<file path="src/rtl/dca_step_dispatch_multi.sv">
// Step-instruction dispatcher: buffers instructions, waits for their load operands,
// issues them to the step engine, then releases loads and optionally commits the store.
module dca_step_dispatch_multi #(
  parameter int BW_INST     = 16,
  parameter int FIFO_DEPTH  = 4,
  parameter int NUM_LOAD_CH = 3
) (
  input  logic                              clk,
  input  logic                              rstnn,
  input  logic                              clear,
  input  logic                              enable,
  output logic                              busy,
  output logic                              inst_wready,
  input  logic                              inst_wrequest,
  input  logic [BW_INST-1:0]                inst_wdata,
  output logic [$clog2(FIFO_DEPTH+1)-1:0]   num_pending,
  input  logic [NUM_LOAD_CH-1:0]            loadreg_rready,
  output logic [NUM_LOAD_CH-1:0]            loadreg_rrequest,
  output logic                              step_valid,
  input  logic                              step_ready,
  output logic [BW_INST-1:0]                step_inst,
  input  logic                              step_done,
  input  logic                              storereg_wready,
  output logic                              storereg_wrequest
);

  localparam int PtrW = $clog2(FIFO_DEPTH);
  localparam int CntW = $clog2(FIFO_DEPTH+1);
  localparam logic [PtrW-1:0] PtrOne = 1;
  localparam logic [CntW-1:0] CntOne = 1;
  localparam logic [CntW-1:0] CntFull = FIFO_DEPTH[CntW-1:0];

  typedef enum logic [2:0] {
    StIdle,
    StWaitOpnd,
    StIssue,
    StExec,
    StWaitStore
  } state_e;

  state_e                  state_q;
  logic [BW_INST-1:0]      curInst_q;
  logic                    stepValid_q;
  logic [NUM_LOAD_CH-1:0]  rrequest_q;
  logic                    wrequest_q;

  logic [BW_INST-1:0]      mem_q [FIFO_DEPTH];
  logic [PtrW-1:0]         wrPtr_q, wrPtr_d;
  logic [PtrW-1:0]         rdPtr_q, rdPtr_d;
  logic [CntW-1:0]         count_q, count_d;

  logic                    fifoFull;
  logic                    fifoEmpty;
  logic                    push;
  logic                    pop;
  logic [NUM_LOAD_CH-1:0]  curMask;
  logic                    curStore;

  assign fifoFull  = (count_q == CntFull);
  assign fifoEmpty = (count_q == '0);
  assign curMask   = curInst_q[NUM_LOAD_CH-1:0];
  assign curStore  = curInst_q[NUM_LOAD_CH];

  // inst_wready already excludes full, so a pop in the same cycle never frees a slot early
  assign inst_wready = enable & ~fifoFull;
  assign push        = inst_wrequest & inst_wready & ~clear;
  assign pop         = enable & ~clear & (state_q == StIdle) & ~fifoEmpty;

  always_comb begin
    wrPtr_d = wrPtr_q;
    rdPtr_d = rdPtr_q;
    count_d = count_q;
    if (push) begin
      wrPtr_d = wrPtr_q + PtrOne;
    end
    if (pop) begin
      rdPtr_d = rdPtr_q + PtrOne;
    end
    case ({push, pop})
      2'b10:   count_d = count_q + CntOne;
      2'b01:   count_d = count_q - CntOne;
      default: count_d = count_q;
    endcase
  end

  always_ff @(posedge clk or negedge rstnn) begin
    if (!rstnn) begin
      wrPtr_q <= '0;
      rdPtr_q <= '0;
      count_q <= '0;
    end else if (clear) begin
      wrPtr_q <= '0;
      rdPtr_q <= '0;
      count_q <= '0;
    end else begin
      wrPtr_q <= wrPtr_d;
      rdPtr_q <= rdPtr_d;
      count_q <= count_d;
    end
  end

  always_ff @(posedge clk) begin
    if (push) begin
      mem_q[wrPtr_q] <= inst_wdata;
    end
  end

  // Pulse registers are cleared every cycle so each release/commit lasts exactly one cycle
  always_ff @(posedge clk or negedge rstnn) begin
    if (!rstnn) begin
      state_q     <= StIdle;
      curInst_q   <= '0;
      stepValid_q <= 1'b0;
      rrequest_q  <= '0;
      wrequest_q  <= 1'b0;
    end else if (clear) begin
      state_q     <= StIdle;
      curInst_q   <= '0;
      stepValid_q <= 1'b0;
      rrequest_q  <= '0;
      wrequest_q  <= 1'b0;
    end else begin
      rrequest_q <= '0;
      wrequest_q <= 1'b0;
      if (enable) begin
        case (state_q)
          StIdle: begin
            if (!fifoEmpty) begin
              curInst_q <= mem_q[rdPtr_q];
              state_q   <= StWaitOpnd;
            end
          end
          StWaitOpnd: begin
            if ((loadreg_rready & curMask) == curMask) begin
              stepValid_q <= 1'b1;
              state_q     <= StIssue;
            end
          end
          StIssue: begin
            if (step_ready) begin
              stepValid_q <= 1'b0;
              state_q     <= StExec;
            end
          end
          StExec: begin
            if (step_done) begin
              rrequest_q <= curMask;
              state_q    <= curStore ? StWaitStore : StIdle;
            end
          end
          StWaitStore: begin
            if (storereg_wready) begin
              wrequest_q <= 1'b1;
              state_q    <= StIdle;
            end
          end
          default: state_q <= StIdle;
        endcase
      end
    end
  end

  assign busy              = (state_q != StIdle) | ~fifoEmpty;
  assign num_pending       = count_q;
  assign step_inst         = curInst_q;
  assign step_valid        = stepValid_q & enable;
  assign loadreg_rrequest  = rrequest_q & {NUM_LOAD_CH{enable}};
  assign storereg_wrequest = wrequest_q & enable;

  a_noPushWhenFull: assert property (@(posedge clk) disable iff (!rstnn) !(push && fifoFull));

endmodule

</file>
<file path="config.mk">
export PLATFORM = sky130hd
export DESIGN_NAME = dca_step_dispatch_multi
export DESIGN_NICKNAME = d
export VERILOG_FILES = /design/src/rtl/dca_step_dispatch_multi.sv
export SDC_FILE = /design/constraint.sdc
export NUM_CORES = 1
export LEC_CHECK = 0
export CORE_MARGIN = 5
export CORE_UTILIZATION = 43
export CTS_BUF_LIST = sky130_fd_sc_hd__clkbuf_4
export DETAILED_ROUTE_END_ITERATION = 12
export HOLD_SLACK_MARGIN = 0.12
export PLACE_DENSITY = 0.67
export SLEW_MARGIN = 10
export SYNTH_ARGS = -nofsm -noshare
export SYNTH_HDL_FRONTEND = slang
export SYNTH_SLANG_ARGS = --single-unit
</file>
<file path="constraint.sdc">
create_clock -name clk -period 1.7 [get_ports clk]
set_input_delay 0.34 -clock clk [delete_from_list [all_inputs] [get_ports clk]]
set_output_delay 0.34 -clock clk [all_outputs]
set_load 0.01 [all_outputs]
</file>
==> flow_summary_export.csv <==
group,metric,value,unit
run_status,outcome,"finished, violations left",
run_status,violations,"setup timing",
floorplanning,ios,53,
routing,vias,2478,
worst_setup_path,worst_setup_path_end_kind,"flop",
sta,maxSlewHeadroom,73.8,%
worst_setup_path,critPathLaunchType,"flop",
placed_design,placed_cell_area,0.00490,mm^2
floorplanning,initial_core_util,43.6,%
routing,drt_first_pass_iters,4,
sta,final_hold_viol_count,0,
sta,fin_ws,-161,ps
clocking,clockRootBuffer,"clkbuf_4",
floorplanning,core,0.00911,mm^2
floorplanning,die_area,0.0113,mm^2
cells_and_area,fillCellCount,756,
sta,period_share,109,%
worst_hold_path,hold_class,"input port to asynchronous set/reset pin",
global_route,grt_pass1_vias,2592,
worst_setup_path,crit_required,2050,ps
pwr,power.leakage,0.00207,uW
global_route,antenna_found_initial,0,
sta,drv_slew,0,
pwr,ir_drop,459,uV
pwr,p_per_area,1310,mW/mm^2
logic_synthesis,ys_ff_latch,95,
sta,rsz0062_at_grt,"yes",
sta,finalSetupViolations,26,
clocking,ctsHoldBuffers,0,
routing,drc,0,
sta,period_minus_slack,1860,ps
clocking,clockBufferDepth,2,
routing,wl_per_cell,16.9,um
placed_design,port_buffers,52,
logic_synthesis,avgSynthCellArea,15.0,um^2
cells_and_area,antenna_cells,0,
worst_setup_path,worstPathArrival,2220,ps
clocking,cts_tree,"yes",
clocking,cts_made_buffers,9,
logic_synthesis,ys_seq_area_share,67.9,%
logic_synthesis,synth_ff_type,"edfxtp_1",
worst_setup_path,crit_type,"flop to flop",
logic_synthesis,yosys-top-cells-count,"64 x edfxtp_1, 40 x nand2_1, 31 x dfrtp_1",
routing,wl,8.05,mm
floorplanning,die_h,106,um
clocking,htree_levels,3,
logic_synthesis,synthCells,265,
global_route,grt-ovfl-total,0,
clocking,clk_latency,420,ps
cells_and_area,final_area,0.00523,mm^2
logic_synthesis,yosysTopAreaCell,"edfxtp_1",
sta,fin_skew,14.5,ps
sta,tightest_slew,393,ps
worst_setup_path,r2r_slack,-160,ps
clocking,path_clk_slew,150,ps
placed_design,dp_hpwl,5.34,mm
cells_and_area,drive_above_1_share,30.9,%
run,cap_violations,0,
cells_and_area,area_growth,31.7,%
global_route,grt_use_total,15.2,%
floorplanning,rows,35,
logic_synthesis,synthArstFlopShare,32.6,%
global_route,grt_max_degree,32,
logic_synthesis,yosysMostFrequentCell,"edfxtp_1",
logic_synthesis,synth_cell_type_count,47,
logic_synthesis,synth_nets,297,
logic_synthesis,yosysWarnings,0,
sta,setup-tns-final,-1360,ps
logic_synthesis,synth_edf_count,64,
routing,postRouteAntennaNets,0,
clocking,clock-sinks,95,
sta,fmax,0.537,GHz
logic_synthesis,synth_top_area_share,48.4,%
routing,via_per_inst,5.19,
worst_setup_path,cp_max_fo,3,
floorplanning,dieWidth,106,um
logic_synthesis,ys_top_cells_by_area,"edfxtp_1 48%, dfrtp_1 20%, mux4_2 9.1%",
routing,dr.first_iter.drc_count,170,
placed_design,gp_congestion,0.834,
placed_design,dp_slack,-356,ps
cells_and_area,nets,393,
logic_synthesis,syn_area,0.00397,mm^2
global_route,grt_pass1_wl,13.3,mm
## path summary, 6_finish.rpt
kind / start / to / depth (start not counted)
min reg2reg: step_inst[13]$_DFFE_PN0P_ / step_inst[13]$_DFFE_PN0P_ / 2
min: rstnn / rrequest_q[1]$_DFF_PN0_ / 2
max: num_pending[2]$_DFFE_PN0P_ / num_pending[2]$_DFFE_PN0P_ / 8
max reg2reg: num_pending[2]$_DFFE_PN0P_ / num_pending[2]$_DFFE_PN0P_ / 8
min in group clk: enable / stepValid_q$_DFFE_PN0P_ / 4
max in group asynchronous: rstnn / num_pending[1]$_DFFE_PN0P_ / 2
## placed cells by master (no fill, tap or decap), types with 2 or more instances in the layout
master,instances
and2b_1,2
and3_2,3
o21ai_0,3
nand2_2,7
nand3_1,3
a21oi_1,14
mux4_2,16
dfrtp_1,29
dfrtp_2,2
and2_1,9
a21oi_2,4
dlymetal6s2s_1,2
nand2_1,33
nand3_2,2
bufinv_16,2
and3_4,3
nor2_1,9
buf_4,37
ha_1,4
dlygate4sd2_1,23
clkinvlp_4,2
edfxtp_1,64
nand4_1,4
inv_1,9
buf_6,4
buf_12,6
clkbuf_4,10
clkdlybuf4s50_1,25
## worst max-delay path, cell delays in order (launching register included)
cell     delay, ps
dfrtp_1        430
buf_6          130
or3_4          380
nand3_2         80
nor2_2          40
fa_2           370
nor2_4         130
nand4_1        130
nand4_1        110
## through the flow
step	power [uW]	hold slack [ps]	std cells	util, %
global route	7250	249	477	57.4
finish	6830	270	477	57.4
CTS	6740	253	475	56.5
detailed placement	5260	515	451	53.8
global placement	5220	513	451	53.8
floorplan	4260	44.4	265	-
## layer usage
layer / vias up / wire length [um] / track usage, %
li1: 1166 / - / -
met1: 1243 / 3630 / 20.9
met2: 62 / 3960 / 24.3
met3: 7 / 363 / 3.95
met4: 0 / 91 / 3.98
met5: - / 0 / 0
## layout make-up
type	instances	area, um^2	area share [%]
Sequential cell	95	2700	51.7
Multi-Input combinational cell	146	1240	23.7
Timing Repair Buffer	100	950	18.2
Tap cell	111	139	2.66
Clock inverter	6	92.6	1.77
Clock buffer	10	75.1	1.44
Inverter	9	33.8	0.646
## sequential cells by signal, summed over array words and instances (netlist names)
name,flops
rdPtr_q,2
stepValid_q,1
mem_q,64
step_inst,16
wrequest_q,1
state_q,3
rrequest_q,3
num_pending,3
wrPtr_q,2
## cell families (layout without fill, tap and decap cells)
logic type,after synthesis,after routing,synth area share (%)
AOI/OAI and AO/OA,34,34,5.48
xor gates and xnor gates,4,4,1.07
and+or+nand+nor,85,85,10.5
DFF,95,95,67.9
adders and majority gates,5,5,1.76
muxes,18,18,9.71
buffers and inverters,24,125,3.56
## power breakdown
group          switching [uW]  internal (uW)
combinational            1230           1410
sequential                148           2690
clock                     732            621
## repair_timing
action                                  CTS  global route
buffers inserted                          8             2
pin swaps                                 7             9
gates resized for setup                  40            20
endpoints found under the setup margin   27            72
Power figures use the tool's default switching activity.
